$ cat config.mk
export PLATFORM = sky130hd
export DESIGN_NAME = regfile_wb_ctrl
export DESIGN_NICKNAME = d
export VERILOG_FILES = /design/src/rtl/regfile_wb_ctrl_pkg.sv /design/src/rtl/regfile_scoreboard.sv /design/src/rtl/regfile_wb_ctrl.sv
export SDC_FILE = /design/constraint.sdc
export NUM_CORES = 1
export LEC_CHECK = 0
export CORE_MARGIN = 8
export CORE_UTILIZATION = 60
export DETAILED_ROUTE_END_ITERATION = 10
export DONT_BUFFER_PORTS = 1
export HOLD_SLACK_MARGIN = 0.15
export PLACE_DENSITY = 0.87
export SLEW_MARGIN = 0
export SYNTH_ARGS = -nofsm -noshare
export SYNTH_HDL_FRONTEND = slang
export SYNTH_SLANG_ARGS = --single-unit
$ cat constraint.sdc
create_clock -name clk -period 4.2 [get_ports clk]
set_input_delay 0.84 -clock clk [delete_from_list [all_inputs] [get_ports clk]]
set_output_delay 0.84 -clock clk [all_outputs]
set_load 0.01 [all_outputs]
$ cat src/rtl/regfile_wb_ctrl_pkg.sv
// Shared definitions for the register-file write-back controller.
// Covers requester encoding and register-address geometry.
package regfile_wb_ctrl_pkg;

  localparam int REG_ADDR_W = 5;
  localparam int NUM_REGS   = 32;

  typedef enum logic [1:0] {
    SRC_NONE = 2'd0,
    SRC_MEM  = 2'd1,
    SRC_ALU  = 2'd2,
    SRC_DBG  = 2'd3
  } src_e;

endpackage

$ cat src/rtl/regfile_scoreboard.sv
// Pending-write busy vector with set/clear/flush and three combinational lookups.
// Latency: updates at the next edge, lookups same cycle; no backpressure.
module regfile_scoreboard
  import regfile_wb_ctrl_pkg::*;
(
  input  logic                  clk,
  input  logic                  reset_n,
  input  logic                  set_vld,
  input  logic [REG_ADDR_W-1:0] set_addr,
  input  logic                  clr_vld,
  input  logic [REG_ADDR_W-1:0] clr_addr,
  input  logic                  flush,
  input  logic [REG_ADDR_W-1:0] chk_a,
  input  logic [REG_ADDR_W-1:0] chk_b,
  input  logic [REG_ADDR_W-1:0] chk_d,
  output logic                  busy_a,
  output logic                  busy_b,
  output logic                  busy_d
);

  logic [NUM_REGS-1:0] busy_q;
  logic [NUM_REGS-1:0] busy_nxt;

  // Set is applied after clear so a fresh producer stays outstanding; flush beats both.
  always_comb begin
    busy_nxt = busy_q;
    if (clr_vld) busy_nxt[clr_addr] = 1'b0;
    if (set_vld) busy_nxt[set_addr] = 1'b1;
    if (flush)   busy_nxt = '0;
    busy_nxt[0] = 1'b0;
  end

  always_ff @(posedge clk or negedge reset_n) begin
    if (!reset_n) busy_q <= '0;
    else          busy_q <= busy_nxt;
  end

  assign busy_a = busy_q[chk_a];
  assign busy_b = busy_q[chk_b];
  assign busy_d = busy_q[chk_d];

endmodule

$ cat src/rtl/regfile_wb_ctrl.sv
// Arbitrates MEM/ALU/DBG writes onto the single regfile write port and tracks pending writes.
// Latency: grant in cycle N drives rf_wrd in N+1; backpressure: one ready per cycle, losers hold.
module regfile_wb_ctrl
  import regfile_wb_ctrl_pkg::*;
#(
  parameter int DataWidth    = 32,
  parameter int STARVE_LIMIT = 8,
  parameter int CNT_W        = 4
) (
  input  logic                  clk,
  input  logic                  reset_n,
  input  logic                  mem_valid,
  output logic                  mem_ready,
  input  logic [REG_ADDR_W-1:0] mem_addr,
  input  logic [DataWidth-1:0]  mem_data,
  input  logic                  alu_valid,
  output logic                  alu_ready,
  input  logic [REG_ADDR_W-1:0] alu_addr,
  input  logic [DataWidth-1:0]  alu_data,
  input  logic                  dbg_valid,
  output logic                  dbg_ready,
  input  logic [REG_ADDR_W-1:0] dbg_addr,
  input  logic [DataWidth-1:0]  dbg_data,
  input  logic                  iss_valid,
  input  logic [REG_ADDR_W-1:0] iss_rd,
  input  logic                  flush,
  input  logic [REG_ADDR_W-1:0] chk_a,
  input  logic [REG_ADDR_W-1:0] chk_b,
  input  logic [REG_ADDR_W-1:0] chk_d,
  output logic                  busy_a,
  output logic                  busy_b,
  output logic                  busy_d,
  output logic                  rf_wrd,
  output logic [REG_ADDR_W-1:0] rf_addr_d,
  output logic [DataWidth-1:0]  rf_d
);

  src_e                  grant_src;
  src_e                  wb_src;
  logic [REG_ADDR_W-1:0] grant_addr;
  logic [DataWidth-1:0]  grant_data;
  logic                  grant_wr;
  logic [CNT_W-1:0]      starve_cnt;
  logic                  dbg_force;

  assign dbg_force = dbg_valid && (starve_cnt == CNT_W'(STARVE_LIMIT));

  always_comb begin
    grant_src  = SRC_NONE;
    grant_addr = '0;
    grant_data = '0;
    if (dbg_force) begin
      grant_src  = SRC_DBG;
      grant_addr = dbg_addr;
      grant_data = dbg_data;
    end else if (mem_valid) begin
      grant_src  = SRC_MEM;
      grant_addr = mem_addr;
      grant_data = mem_data;
    end else if (alu_valid) begin
      grant_src  = SRC_ALU;
      grant_addr = alu_addr;
      grant_data = alu_data;
    end else if (dbg_valid) begin
      grant_src  = SRC_DBG;
      grant_addr = dbg_addr;
      grant_data = dbg_data;
    end
  end

  assign mem_ready = (grant_src == SRC_MEM);
  assign alu_ready = (grant_src == SRC_ALU);
  assign dbg_ready = (grant_src == SRC_DBG);

  // x0 writes are accepted and dropped here so they never reach the regfile or scoreboard.
  assign grant_wr = (grant_src != SRC_NONE) && (grant_addr != '0);

  always_ff @(posedge clk or negedge reset_n) begin
    if (!reset_n) begin
      rf_wrd    <= 1'b0;
      rf_addr_d <= '0;
      rf_d      <= '0;
      wb_src    <= SRC_NONE;
    end else begin
      rf_wrd <= grant_wr;
      wb_src <= grant_wr ? grant_src : SRC_NONE;
      if (grant_wr) begin
        rf_addr_d <= grant_addr;
        rf_d      <= grant_data;
      end
    end
  end

  always_ff @(posedge clk or negedge reset_n) begin
    if (!reset_n) begin
      starve_cnt <= '0;
    end else if (dbg_ready) begin
      starve_cnt <= '0;
    end else if (dbg_valid && (starve_cnt != CNT_W'(STARVE_LIMIT))) begin
      starve_cnt <= starve_cnt + CNT_W'(1);
    end
  end

  // Debug writes are side-band and must not retire an outstanding pipeline producer.
  regfile_scoreboard u_scoreboard (
    .clk      (clk),
    .reset_n  (reset_n),
    .set_vld  (iss_valid),
    .set_addr (iss_rd),
    .clr_vld  (rf_wrd && ((wb_src == SRC_MEM) || (wb_src == SRC_ALU))),
    .clr_addr (rf_addr_d),
    .flush    (flush),
    .chk_a    (chk_a),
    .chk_b    (chk_b),
    .chk_d    (chk_d),
    .busy_a   (busy_a),
    .busy_b   (busy_b),
    .busy_d   (busy_d)
  );

endmodule

==> metrics.yaml, run 1 <==
ys_seq_elements: 75
setup-tns-final_ns: 0
cp.required_ns: 3.36
synth-xor-area-share: 0.005512
final_hold_viol_count: 0
grt_use_met2: 0.4163
place_congestion: 0.8419
worst_pin_slew_ns: 0.9722
syn_area_um2: 4767
cts_buffers: 9
rrSetupSlack_ns: 1.38
via_count: 3849
ant_nets: 0
p_leak_nw: 2.003
ys_seq_area_frac: 0.3937
synthDistinctLibCells: 44
fin_skew_ns: 0.007685
chipHeight_um: 105.1
clock_sinks: 75
cp_data_arrival_time_ns: 2.11
pwr_density_cell_nw_per_um2: 370.2
yosys.area_share.simple: 0.1249
layout.nets: 586
synth_edf_count: 0
antennaDiodeCount: 0
clk_path_buf_depth: 2
slew_headroom: 0.3505
synth_cells: 466
drt_iter0_drc: 276
cts_tree: "built"
fmax_ghz: 0.3390
clk-insertion-delay-late_ns: 0.35
syn-num-nets: 606
fp.coreArea_um2: 7727
final_common_cell: "nand2_1"
use_met3: 0.09091
startpoint_type: "input pin"
grt_pass1_wl_um: 21490
final_cell_mix: "nand2_1, dfrtp_1, o21ai_0"
clkTransAtPathRegs_ns: 0.08
avgSynthCellArea_um2: 10.23
p_total_w: 0.001835
rows: 32
first_global_vias: 4039
synth_compound_area_frac: 0.1900
crit_fanout: 9
synth_top_family_by_area: "multiplexers"
fp.dieW_um: 105.1
rsz0062_at_grt: "false"
root_buffer: "clkbuf_8"
r2r_start: "starve_cnt[0]$_DFFE_PN0P_"
final.min_clock_period_ns: 2.950
rr_worst_depth: 8
grt_max_degree: 76
maxCapViolCount: 0
area_growth_syn_to_layout_pct: 4.016
setup_viol: 0
synthMuxAreaShare: 0.2370
wire_per_inst_um: 24.88
crit_type: "in -> out"
numPlacedInstances: 537
synthAdderAreaFrac: 0.005249
fin_crit_sh: 0.7023
start_util: 0.6169
cts_resized: 0
drtPass1Iterations: 5
die_area_um2: 11050
ir_drop_mv: 0.2753
numPortBuffers: 0
grt_overflow: 0
hold_buffers: 0
drt-total-wl_um: 13760
status: "finished, final reports clean"
use_met1: 0.2641
r2r-end: "rf_d[25]$_DFFE_PN0P_"
synth_warnings: 0
ios: 182
cts_max_level: 3
async_flop_share: 1.000
fin_cells: 553
grt.busiest_layer: "met2"
hpwl_um: 10470
track_usage: 0.2408
drive_above_1_share: 0.1863
antenna_found_initial: 0
postSynth.topFlopCell: "dfrtp_1"
drc: 0
drv_slew: 0
cp-end-kind: "output pin"
hp-class: "in -> async"
vias_per_cell: 6.960
cts_setup_buffers: 0
-- power breakdown --
group | total [W] | internal (W) | switching [W]
Clock | 0.000575 | 0.000309 | 0.000266
Sequential | 0.000930 | 0.000808 | 0.000122
Combinational | 0.000330 | 0.000167 | 0.000163
Total | 0.00184 | 0.00128 | 0.000551
-- cells in the mapped netlist, types with 4 or more instances --
cell / number / area (um2)
o21ai_0: 72 / 360.4
nor2_1: 11 / 41.29
nand2_1: 79 / 296.5
nand4_1: 5 / 31.28
mux4_2: 27 / 608.1
dfrtp_1: 75 / 1877
nand3_1: 4 / 20.02
nor3b_1: 4 / 30.03
mux2_4: 25 / 375.4
a21oi_1: 34 / 170.2
buf_6: 4 / 45.04
clkbuf_1: 19 / 71.32
buf_2: 10 / 50.05
mux2_1: 7 / 78.83
mux2_2: 6 / 67.56
inv_1: 7 / 26.28
a22oi_1: 35 / 262.8
-- flip-flops by register name, indices dropped and copies added, names as in the netlist --
name                 count
starve_cnt               4
rf_d                    32
rf_wrd                   1
rf_addr_d                5
u_scoreboard.busy_q     31
wb_src                   2
-- cell families (layout without fill, tap and decap cells) --
family,Yosys count,in the layout
AO/OA/AOI/OAI,154,154
XOR/XNOR,3,3
adder cells (fa/ha/maj),2,2
buffers and inverters,42,27
flip-flops,75,75
multiplexers,65,65
AND/OR/NAND/NOR,125,125
-- metrics by stage --
stage,hold WS [ns],util,setup WS (ns),cell area [um2]
4_1_cts,0.1684,0.6417,1.248,4959
5_1_grt,0.1641,0.6417,1.226,4959
2_1_floorplan,0.5188,-,1.047,4767
3_5_place_dp,0.5479,0.6151,1.242,4753
6_report,0.1908,0.6417,1.250,4959
3_3_place_gp,0.5479,0.6151,1.265,4753
-- cell type report --
type | instances | area [um2]
fill | 583 | 2769
inverter | 7 | 26.28
sequential | 75 | 1877
timing repair buffer | 4 | 30.03
multi-input combinational | 349 | 2693
clock inverter | 3 | 46.29
tap | 102 | 127.6
clock buffer | 13 | 158.9
-- worst max-delay path by stage --
stage	from	endpoint	slack [ns]	cells after the start
final	chk_a[0]	busy_a	1.25	3
after CTS	chk_a[0]	busy_a	1.25	3
after global routing	chk_d[1]	busy_d	1.23	5
after global placement	chk_d[0]	busy_d	1.27	3
after floorplan	chk_a[0]	busy_a	1.05	4
after detailed placement	alu_valid	rf_d[25]$_DFFE_PN0P_	1.24	6
-- critical path, stage by stage --
cell and delay [ns]:
mux4_2 0.48, mux4_2 0.47, mux2_2 0.31
-- routing by layer --
metal / part of all wire / vias up
li1: - / 1691
met1: 0.36 / 1877
met2: 0.51 / 253
met3: 0.12 / 28
met4: 0.018 / 0
met5: 0 / -
(Power assumes the default switching activity.)
==> run 2: changes to the inputs <==
==> constraint.sdc (replaced) <==
create_clock -name clk -period 3 [get_ports clk]
set_input_delay 0.6 -clock clk [delete_from_list [all_inputs] [get_ports clk]]
set_output_delay 0.6 -clock clk [all_outputs]
set_load 0.01 [all_outputs]
==> run 2 against run 1 <==
Against the previous run: clock skew grew 0.0057 ns; utilization grew 0.53 points; global-route usage grew 0.36 points; combinational power grew 48%; critical path depth is the same; clock-buffer cell count shrank 2; non-clock buffer count grew 3; sequential power grew 40%; worst hold slack gained 0.12 ns; register-to-register slack lost 0.89 ns; die area is the same.
==> metrics.yaml, run 2 (synthesis results as in run 1) <==
wl_met1_um: 4911
drive_above_1_share: 0.1921
drt-total-wl_um: 13830
chipHeight_um: 105.1
area_growth_syn_to_layout_pct: 4.882
clock_sinks: 75
clk-insertion-delay-late_ns: 0.34
fp.dieW_um: 105.1
crit_fanout: 4
ant_nets: 0
cp.buffers_inverters: 0
final_hold_viol_count: 0
vias_per_cell: 6.968
final.min_clock_period_ns: 2.673
ir_drop_mv: 0.3079
die_area_um2: 11050
top_register: "rf_d"
r2r-end: "rf_d[21]$_DFFE_PN0P_"
place_congestion: 0.9531
fin_util: 0.6470
cts_max_level: 3
cp_data_arrival_time_ns: 2.07
rows: 32
fmax_ghz: 0.3742
pwr_density_cell_nw_per_um2: 515.5
rsz0062_at_grt: "false"
clk_path_buf_depth: 2
crit_path_end: "busy_a"
rrSetupSlack_ns: 0.49
cp.required_ns: 2.40
track_usage: 0.2444
cp_cell_sequence: "mux4_2 > mux4_2 > mux2_2"
layout.nets: 589
start_util: 0.6169
fin_skew_ns: 0.01342
drtPass1Iterations: 5
p_leak_nw: 2.021
topRoutingLayerUsed: "met4"
grt_max_degree: 76
final_common_cell: "nand2_1"
critPathMaxStageDelay_ns: 0.49
startpoint_type: "register"
critical_path.slowest_cell: "mux4_2"
drt_iter0_drc: 286
crit_start: "u_scoreboard.busy_q[20]$_DFF_PN0_"
status: "finished, final reports clean"
antenna_found_initial: 0
clkTransAtPathRegs_ns: 0.08
grt_overflow: 0
fp.coreArea_um2: 7727
fin_crit_sh: 0.8908
r2r_start: "starve_cnt[0]$_DFFE_PN0P_"
crit_family: "multiplexers"
via_count: 3867
slew_headroom: 0.3561
numPortBuffers: 0
root_buffer: "clkbuf_8"
drv_slew: 0
largest_register_ffs: 32
fill_cells: 609
maxCapViolCount: 0
final_cell_mix: "nand2_1, dfrtp_1, o21ai_0"
cp.depth: 3
hp-class: "in -> reg"
drc: 0
setup_viol: 0
dr_wl_met3_um: 1557
grt_pass1_wl_um: 21740
cts_buffers: 9
reg_top3: "rf_d x32, u_scoreboard.busy_q x31, rf_addr_d x5"
cts_tree: "built"
wl_met2_um: 6971
worst_pin_slew_ns: 0.9637
first_global_vias: 4054
crit_type: "reg -> out"
ios: 182
rr_worst_depth: 8
path_common_cell: "mux4_2"
wire_per_inst_um: 24.91
setup-tns-final_ns: 0
antennaDiodeCount: 0
hpwl_um: 10650
cp-end-kind: "output pin"
run 2: cell types whose count changed in the layout (fill, tap and decap cells not counted):
cell / before / now
clkbuf_1: 2 / 0
buf_16: 0 / 1
buf_4: 4 / 5
clkinv_2: 0 / 1
clkinv_4: 1 / 0
clkinvlp_4: 1 / 2
dlygate4sd3_1: 0 / 1
run 2: worst min path at each step:
stage | cells after the start | endpoint | startpoint | slack, ns
finish | 1 | u_scoreboard.busy_q[31]$_DFF_PN0_ | flush | 0.31
detailed placement | 0 | rf_d[10]$_DFFE_PN0P_ | reset_n | 0.31
CTS | 1 | u_scoreboard.busy_q[10]$_DFF_PN0_ | flush | 0.30
floorplan | 0 | rf_addr_d[0]$_DFFE_PN0P_ | reset_n | 0.30
global placement | 0 | rf_d[12]$_DFFE_PN0P_ | reset_n | 0.31
global route | 1 | u_scoreboard.busy_q[10]$_DFF_PN0_ | flush | 0.29
run 2: through the flow:
stage	hold slack [ns]	instances	instance area, um2	setup slack (ns)	total power [W]
finish	0.3100	555	5000	0.3275	0.002578
floorplan	0.3044	466	4767	0.3266	0.001689
detailed placement	0.3075	538	4761	0.5050	0.001784
CTS	0.2968	555	5000	0.3271	0.002594
global placement	0.3076	538	4761	0.5666	0.001752
global route	0.2879	555	5000	0.2818	0.002686
run 2: what timing repair did:
action | CTS | global route
hold buffers | 2 | 0
hold endpoints to repair | 75 | 0
gates resized for setup | 0 | 0
buffers inserted | 0 | 0
run 2: metal layers:
layer / up-vias / global-route usage
li1: 1700 / -
met1: 1863 / 0.2700
met2: 263 / 0.4118
met3: 41 / 0.09275
met4: 0 / 0.1070
met5: - / 0
run 2: where the power goes:
part / internal [W] / total (W) / switching [W]
clock: 0.000424 / 0.000784 / 0.000361
combinational: 0.000241 / 0.000489 / 0.000247
sequential: 0.00113 / 0.00130 / 0.000173
total: 0.00180 / 0.00258 / 0.000781
run 2: layout make-up:
| type | count | area (um2) | share of cell area |
|---|---|---|---|
| Clock buffer | 11 | 151.4 | 0.03028 |
| Clock inverter | 4 | 50.05 | 0.01001 |
| Inverter | 7 | 26.28 | 0.005255 |
| Multi-Input combinational cell | 349 | 2693 | 0.5385 |
| Sequential cell | 75 | 1877 | 0.3754 |
| Tap cell | 102 | 127.6 | 0.02553 |
| Timing Repair Buffer | 7 | 75.07 | 0.01502 |
==> run 3: changes to the inputs <==
--- a/config.mk
+++ b/config.mk
@@ -7,6 +7,7 @@
 export LEC_CHECK = 0
 export CORE_MARGIN = 8
 export CORE_UTILIZATION = 60
+export CTS_BUF_LIST = sky130_fd_sc_hd__clkbuf_8
 export DETAILED_ROUTE_END_ITERATION = 10
 export DONT_BUFFER_PORTS = 1
 export HOLD_SLACK_MARGIN = 0.15
==> results of run 3 <==
The final DEF is identical to that of run 2; final timing and power are the same.
